`src/rtl/mips_pkg.sv`:
```
// Shared definitions for the MIPS core: fetch sequencer states and address constants.
package mips_pkg;

  localparam int unsigned XLEN = 32;

  localparam logic [XLEN-1:0] RESET_VECTOR = 32'hBFC0_0000;
  localparam logic [XLEN-1:0] HALT_ADDR    = 32'h0000_0000;

  typedef enum logic [1:0] {
    RUN   = 2'd0,
    DELAY = 2'd1,
    HALT  = 2'd2
  } fetch_state_t;

endpackage

```
`src/rtl/pc_fetch.sv`:
```
// Program counter and instruction-fetch sequencer with branch delay slot
// handling and halt on a redirect to HALT_ADDR.
module pc_fetch #(
  parameter logic [31:0] RESET_VECTOR = mips_pkg::RESET_VECTOR,
  parameter logic [31:0] HALT_ADDR    = mips_pkg::HALT_ADDR
) (
  input  logic        clk,
  input  logic        reset,
  input  logic        clk_enable,
  input  logic        instr_ready,
  input  logic [31:0] instr_readdata,
  input  logic        redirect,
  input  logic [31:0] pc_next,
  output logic [31:0] instr_address,
  output logic        instr_read,
  output logic [31:0] pc,
  output logic [31:0] pc4,
  output logic [31:0] instruction,
  output logic        instr_valid,
  output logic        active,
  output logic        in_delay_slot
);
  import mips_pkg::*;

  fetch_state_t state_q, state_d;
  logic [XLEN-1:0] pc_q, pc_d;
  logic [XLEN-1:0] target_q, target_d;
  logic            active_q, active_d;
  logic            instr_read_q, instr_read_d;
  logic            in_delay_q, in_delay_d;
  logic            advance;
  logic [XLEN-1:0] pc_plus4;

  // Sequential PC of the current instruction; wraps modulo 2^32
  assign pc_plus4 = pc_q + XLEN'(4);

  // Next-state, next-PC and status-flag decode
  always_comb begin
    state_d      = state_q;
    pc_d         = pc_q;
    target_d     = target_q;
    advance      = clk_enable & instr_ready & (state_q != HALT);

    if (advance) begin
      case (state_q)
        RUN: begin
          pc_d = pc_plus4;
          if (redirect) begin
            target_d = pc_next;
            state_d  = DELAY;
          end
        end
        DELAY: begin
          // Branches inside a delay slot are undefined, so redirect is not looked at here
          pc_d    = target_q;
          state_d = (target_q == HALT_ADDR) ? HALT : RUN;
        end
        default: begin
          state_d = state_q;
        end
      endcase
    end

    active_d     = (state_d != HALT);
    instr_read_d = (state_d != HALT);
    in_delay_d   = (state_d == DELAY);
  end

  // State and PC registers; synchronous reset overrides the stall
  always_ff @(posedge clk) begin
    if (reset) begin
      state_q      <= RUN;
      pc_q         <= RESET_VECTOR;
      target_q     <= '0;
      active_q     <= 1'b1;
      instr_read_q <= 1'b1;
      in_delay_q   <= 1'b0;
    end else begin
      state_q      <= state_d;
      pc_q         <= pc_d;
      target_q     <= target_d;
      active_q     <= active_d;
      instr_read_q <= instr_read_d;
      in_delay_q   <= in_delay_d;
    end
  end

  assign instr_address = pc_q;
  assign pc            = pc_q;
  assign pc4           = pc_plus4;
  assign instr_read    = instr_read_q;
  assign active        = active_q;
  assign in_delay_slot = in_delay_q;

  // Memory-side signals pass straight through with no added latency
  assign instruction   = instr_readdata;
  assign instr_valid   = instr_read_q & instr_ready & clk_enable;

endmodule

```
`config.mk`:
```
export PLATFORM = sky130hd
export DESIGN_NAME = pc_fetch
export DESIGN_NICKNAME = d
export VERILOG_FILES = /design/src/rtl/mips_pkg.sv /design/src/rtl/pc_fetch.sv
export SDC_FILE = /design/constraint.sdc
export NUM_CORES = 1
export LEC_CHECK = 0
export CORE_MARGIN = 2
export CORE_UTILIZATION = 40
export DETAILED_ROUTE_END_ITERATION = 12
export PLACE_DENSITY = 0.9
export SLEW_MARGIN = 15
export SYNTH_ARGS = -nofsm -noshare
export SYNTH_HDL_FRONTEND = slang
export SYNTH_SLANG_ARGS = --single-unit
```
`constraint.sdc`:
```
create_clock -name clk -period 2.55 [get_ports clk]
set_clock_uncertainty 0.15 [all_clocks]
set_input_delay 0.3825 -clock clk [delete_from_list [all_inputs] [get_ports clk]]
set_output_delay 0.3825 -clock clk [all_outputs]
set_load 0.01 [all_outputs]
```
==> run metrics, run 1 <==
status=finished, violations left; failing checks=setup timing; # DRC=0; Max Cap Violations=0; fin cells=around 800; Worst-Margin Slew=between 600 and 700 ps; DP Area=around 5500 um2; die area=11000 um2; most frequent cells in the layout=clkdlybuf4s50_1, nand2_1, buf_4; Worst-Skew Late Latency=370 ps; initial core utilization=between 40% and 50%; CTS root buf=clkbuf_8; num ports=about 200; crit path DAT=~2200 ps; Pleak=around 2.4 nW; Synth Area per Inst=about 7.6 um2; first-pass GRT wire length=22.1 mm; CTS Sinks=slightly below 70; # diodes=0; core area=a little under 10000 um2; setup ws final=-140 ps; Hold-fix buffers, CTS=0; Routed Wire Length=around 14 mm; Via-to-Cell Ratio=~5.7; ys flop type=dfxtp_1; Final ANT Viol Nets=0; vias in the first global route=4467; GPL Wtd Cong=between 1 and 1.5; router iterations before antenna repair=6; Yosys warning count=0; wire length per cell=about 18 um; placed wire-length estimate=approximately 10 mm; Multi-input gate area=approximately 2200 um2; post-route cell area=roughly 6000 um2; Rows=36; HP Class=register to register; final setup fails=11; Die Span Y=about 100 um; commonest non-fill, non-tap cell in the layout=clkdlybuf4s50_1; fin crit period=2690 ps; routed vias=about 4600; Synth Instances=between 500 and 600; max-slew violations=0; largest net degree at the start of global routing=between 50 and 60; layout cell share with drive strength beyond 1=between 20% and 30%; number of synthesized flops with an enable pin=0; total grt overflow=0; CTS tree=yes; Area Overhead vs Synth=45.3%; final hold viol count=0; period utilisation layout=106%; f_max=372 MHz; Netlist cell types=55; CTS buffer count=9; sequential area share after synthesis=between 30 and 40%; worst-path fanout max=7; clk slew on worst S/H paths=around 90 ps; initial DRC count=between 400 and 500; number of fillers in the final layout=810; FFs w/ async S/R, synth=0%; required time worst endpoint=a little over 2000 ps; CP Launch Type=register; Rel. slew slack=59.4%; Overall Global Routing Usage=24.9%; CTS max path bufs=2; Cell Area, Synth=roughly 4100 um2; Mapped Nets=605; # H-tree levels=3; Sequential Area=1380 um2; Nets=~730; initial antenna violation count=0; placed insts=about 770; Setup CP Type=register to primary output; I/O Buffers=approximately 140; worst vdd ir=0.318 mV; Pwr per Cell Area=around 440 nW/um2; die width=105 um; flops & latches, synth=68; Critical Path Sink Type=primary output; RSZ-0062 raised after global routing=yes
==> per-layer routing <==
layer  GRT usage, %  share of wire [%]
met4           13.4                4.5
met1           30.0                 38
met3           8.36                 12
met5              0                  0
met2           39.1                 46
==> state kept, by name (all words and copies together) (netlist names) <==
register / count
in_delay_slot: 1
instr_address: 32
instr_read: 1
state_q: 2
target_q: 32
==> through the flow <==
stage                     utilization (%)  total power (W)  hold WS [ps]  TNS (ps)  setup slack (ps)
after floorplan                         -          0.00145           294         0              20.0
after global placement               56.0          0.00163           307     -1640              -273
after detailed placement             56.0          0.00165           320     -2390              -360
after CTS                            59.3          0.00256           329     -1170              -184
after global routing                 60.3          0.00266           362     -2550              -249
final                                60.3          0.00258           333     -1130              -140
==> power breakdown <==
part	switching [W]	internal (W)	total (W)
Sequential	0.0000430	0.00110	0.00114
Clock	0.000472	0.000468	0.000939
Combinational	0.000243	0.000253	0.000496
==> path summary, 6_finish.rpt <==
check / startpoint / endpoint / slack (ps) / cells after the start
worst min register to register: target_q[1] / target_q[1] / 330 / 2
worst min-delay path: target_q[1] / target_q[1] / 330 / 2
worst max register to register: instr_address[3] / instr_address[30] / 220 / 8
worst max-delay path: instr_address[4] / pc4[31] / -140 / 9
==> cell usage after synthesis, types with 5 or more instances <==
master    instances  area (um2)
clkbuf_1         25        93.8
nand4_1          12        75.1
buf_4            69         518
o21ai_0          18        90.1
nor4_1            9        56.3
nor3_1           15        75.1
xor2_1           12         105
a21oi_1          52         260
nand2_1          91         342
nand3_1          21         105
nor2_1           27         101
and3_1            8        50.1
xnor2_1          16         140
o22ai_1           9        56.3
inv_1             8        30.0
dfxtp_1          68        1360
buf_2             7        35.0
nand2b_1          5        31.3
==> area by class of cell <==
| type | count | area share, % |
|---|---|---|
| clock buffer | 9 | 2.09 |
| clock inverter | 7 | 1.42 |
| inverter | 8 | 0.507 |
| multi-input combinational | 355 | 36.9 |
| sequential | 68 | 23.3 |
| tap | 133 | 2.81 |
| timing repair buffer | 222 | 33.0 |
==> cell families after synthesis <==
group | share of synthesized area (%)
fa+ha+maj | 0.307
simple gates | 25.3
buf+inv | 16.9
xor+xnor | 6.01
mux | 1.53
flops | 33.4
compound gates | 16.6
==> worst max-delay path: stages, from the launching register on <==
cell,delay [ps]
dfxtp_1,350
buf_4,180
nand3_4,110
buf_6,160
nor3_2,170
buf_4,170
nand2_1,100
nor2_2,150
xor2_1,150
clkdlybuf4s15_2,230
==> what timing repair did <==
item / CTS / global route
gates resized for setup: 102 / 20
setup endpoints to repair: 25 / 22
pin swaps: 12 / 12
buffers inserted: 5 / 7
endpoints found under the hold margin: 0 / 0
(Power assumes the default switching activity.)
==> run 2, diff against run 1 <==
Settings changed: CORE_UTILIZATION 40 to 41, PLACE_DENSITY 0.9 to 0.91, SKIP_LAST_GASP set to 1.
==> run 2 against run 1 <==
Net effect: the run still ends with setup timing left; die area shrank 2.3%; combinational power shrank 2%; global-route usage grew 0.11 points; worst setup slack lost 27 ps; final cell count grew 1.2%; sequential share of layout area shrank 0.29 points; non-clock buffer count grew 10; total power shrank 0.32%; first-iteration DRC count grew 6.9%; sequential power is essentially flat; critical endpoint is now pc4[20]; largest cell class unchanged.
==> run metrics, run 2 (same netlist as run 1, synthesis figures left out) <==
status=finished, violations left; failing checks=setup timing; Sequential Area=1380 um2 (about the same); required time worst endpoint=2020 ps (about the same); placed wire-length estimate=9.78 mm (-1.3%); Rel. slew slack=58.4% (-1.0 points); max-slew violations=0 (unchanged); RR Endpoint=instr_address[29]; number of fillers in the final layout=796 (-1.7%); CP Launch Type=register; Worst-Skew Late Latency=350 ps (-20 ps); CTS Sinks=68 (unchanged); WL met1=5.52 mm (+1.9%); fin crit period=2720 ps (+26.7 ps); clk slew on worst S/H paths=80 ps (about the same); commonest non-fill, non-tap cell in the layout=clkdlybuf4s50_1; largest net degree at the start of global routing=59 (unchanged); final hold viol count=0 (unchanged); Final ANT Viol Nets=0 (unchanged); setup ws final=-167 ps (-26.7 ps); # DRC=0 (unchanged); router iterations before antenna repair=5 (-1); CTS buffer count=9 (unchanged); final setup fails=15 (+4); Rows=36 (unchanged); # diodes=0 (unchanged); r2r startpoint=instr_address[2]; die width=104 um (-1.2%); die area=10800 um2 (-2.3%); r2r setup slk=-20 ps (-240 ps); Multi-input gate area=2210 um2 (+0.97%); period utilisation layout=107% (+1.0 points); total grt overflow=0 (unchanged); post-route cell area=5990 um2 (+1.2%); GPL Wtd Cong=0.936 (-6.8%); Routed Wire Length=14.4 mm (+0.37%); metal3 WL=1.63 mm (-3.3%); Flop pwr share=44.3% (about the same); Overall Global Routing Usage=25.0% (+0.11 points); # H-tree levels=3 (unchanged); layout cell share with drive strength beyond 1=26.4% (+1.5 points); P_sw=0.000756 W (-0.21%); CTS max path bufs=2 (unchanged); crit path DAT=2180 ps (+20 ps); Nets=744 (+1.4%); I/O Buffers=136 (unchanged); most frequent cells in the layout=clkdlybuf4s50_1, buf_4, nand2_1; DP Area=5520 um2 (+0.36%); f_max=368 MHz (-0.98%); worst-path fanout max=7 (unchanged); Max Cap Violations=0 (unchanged); Comb power frac=19.0% (-0.3 points); met2 WL=6.71 mm (+1.8%); Hold-fix buffers, CTS=0 (unchanged); Via-to-Cell Ratio=5.74 (+0.32%); RSZ-0062 raised after global routing=yes; Pwr per Cell Area=429 nW/um2 (-1.5%); Clock Power Share=36.7% (+0.3 points); Pleak=2.44 nW (+2.2%); WHS=335 ps (+2.30 ps); Setup crit end=pc4[20]; HP Class=register to register; CP Launch Point=instr_address[3]; Die Span Y=104 um (-1.2%); Critical Path Sink Type=primary output; num ports=201 (unchanged); Top Layer Used=met4; initial core utilization=41.9% (+0.38 points); worst vdd ir=0.215 mV (-32%); CTS root buf=clkbuf_8; initial DRC count=513 (+6.9%); first-pass GRT wire length=22.2 mm (+0.66%); Internal=0.00181 W (-0.37%); Worst Reg2Reg Path Length in Cells=13 (+5); Setup CP Type=register to primary output; routed vias=4663 (+1.6%); CTS tree=yes; core area=9730 um2 (-0.92%); Worst-Margin Slew=624 ps (+15.0 ps); initial antenna violation count=0 (unchanged); Switching Share=29.4% (+0.035 points); vias in the first global route=4441 (-0.58%); Area Overhead vs Synth=47.0%; wire length per cell=17.7 um (-0.87%)
run 2: cell count changes in the layout (fill, tap and decap cells not counted), sizes merged:
cell	delta
buf	+12
clkbuf	+2
clkdlybuf4s15	-4
clkinv	-2
clkinvlp	+1
dlygate4sd2	+2
dlymetal6s2s	-2
inv	+1
run 2: what timing repair did:
item / in CTS / in global routing
setup buffers: 13 / 9
setup endpoints to repair: 26 / 21
gates resized for setup: 99 / 27
pin swaps: 11 / 11
run 2: through the flow:
step	total power, W	TNS (ps)	setup slack, ps	utilization (%)	std cells
floorplan	0.00145	0	20.0	-	535
global placement	0.00163	-1430	-267	56.7	775
detailed placement	0.00165	-1880	-258	56.7	775
CTS	0.00255	-1390	-240	60.3	804
global route	0.00265	-2940	-268	61.6	812
finish	0.00257	-1140	-167	61.6	812
run 2: final cells by class:
class,count,share of cell area (%)
tap,133,2.78
inverter,8,0.501
multi-input combinational,355,36.9
clock inverter,7,1.38
timing repair buffer,232,33.4
clock buffer,9,2.07
sequential,68,23.0
run 2: worst max-delay path, stage by stage (launching register included):
cell     delay (ps)
dfxtp_4         370
ha_4            130
and2_4          130
or4b_4          540
buf_6           160
nor3_4          180
xor2_1          170
buf_2           160
run 2: worst min path at each step:
| stage | start | to | slack (ps) | cells past startpoint |
|---|---|---|---|---|
| floorplan | target_q[28] | target_q[28] | 290 | 2 |
| global placement | target_q[5] | target_q[5] | 310 | 2 |
| detailed placement | target_q[1] | target_q[1] | 320 | 2 |
| CTS | reset | instr_address[23] | 330 | 3 |
| global route | target_q[23] | target_q[23] | 360 | 2 |
| finish | target_q[1] | target_q[1] | 330 | 2 |
run 2: metal layers:
metal | up-vias | track usage (%)
met5 | - | 0
met4 | 0 | 10.5
met3 | 60 | 5.35
met2 | 365 | 40.7
met1 | 2160 | 32.2
li1 | 2078 | -
run 2: power by group through the flow:
stage / combinational, W / sequential [W] / clock (W)
floorplan: 0.000275 / 0.00117 / 0
global placement: 0.000474 / 0.00116 / 0
detailed placement: 0.000487 / 0.00116 / 0
CTS: 0.000476 / 0.00114 / 0.000943
global route: 0.000522 / 0.00114 / 0.000989
finish: 0.000487 / 0.00114 / 0.000943
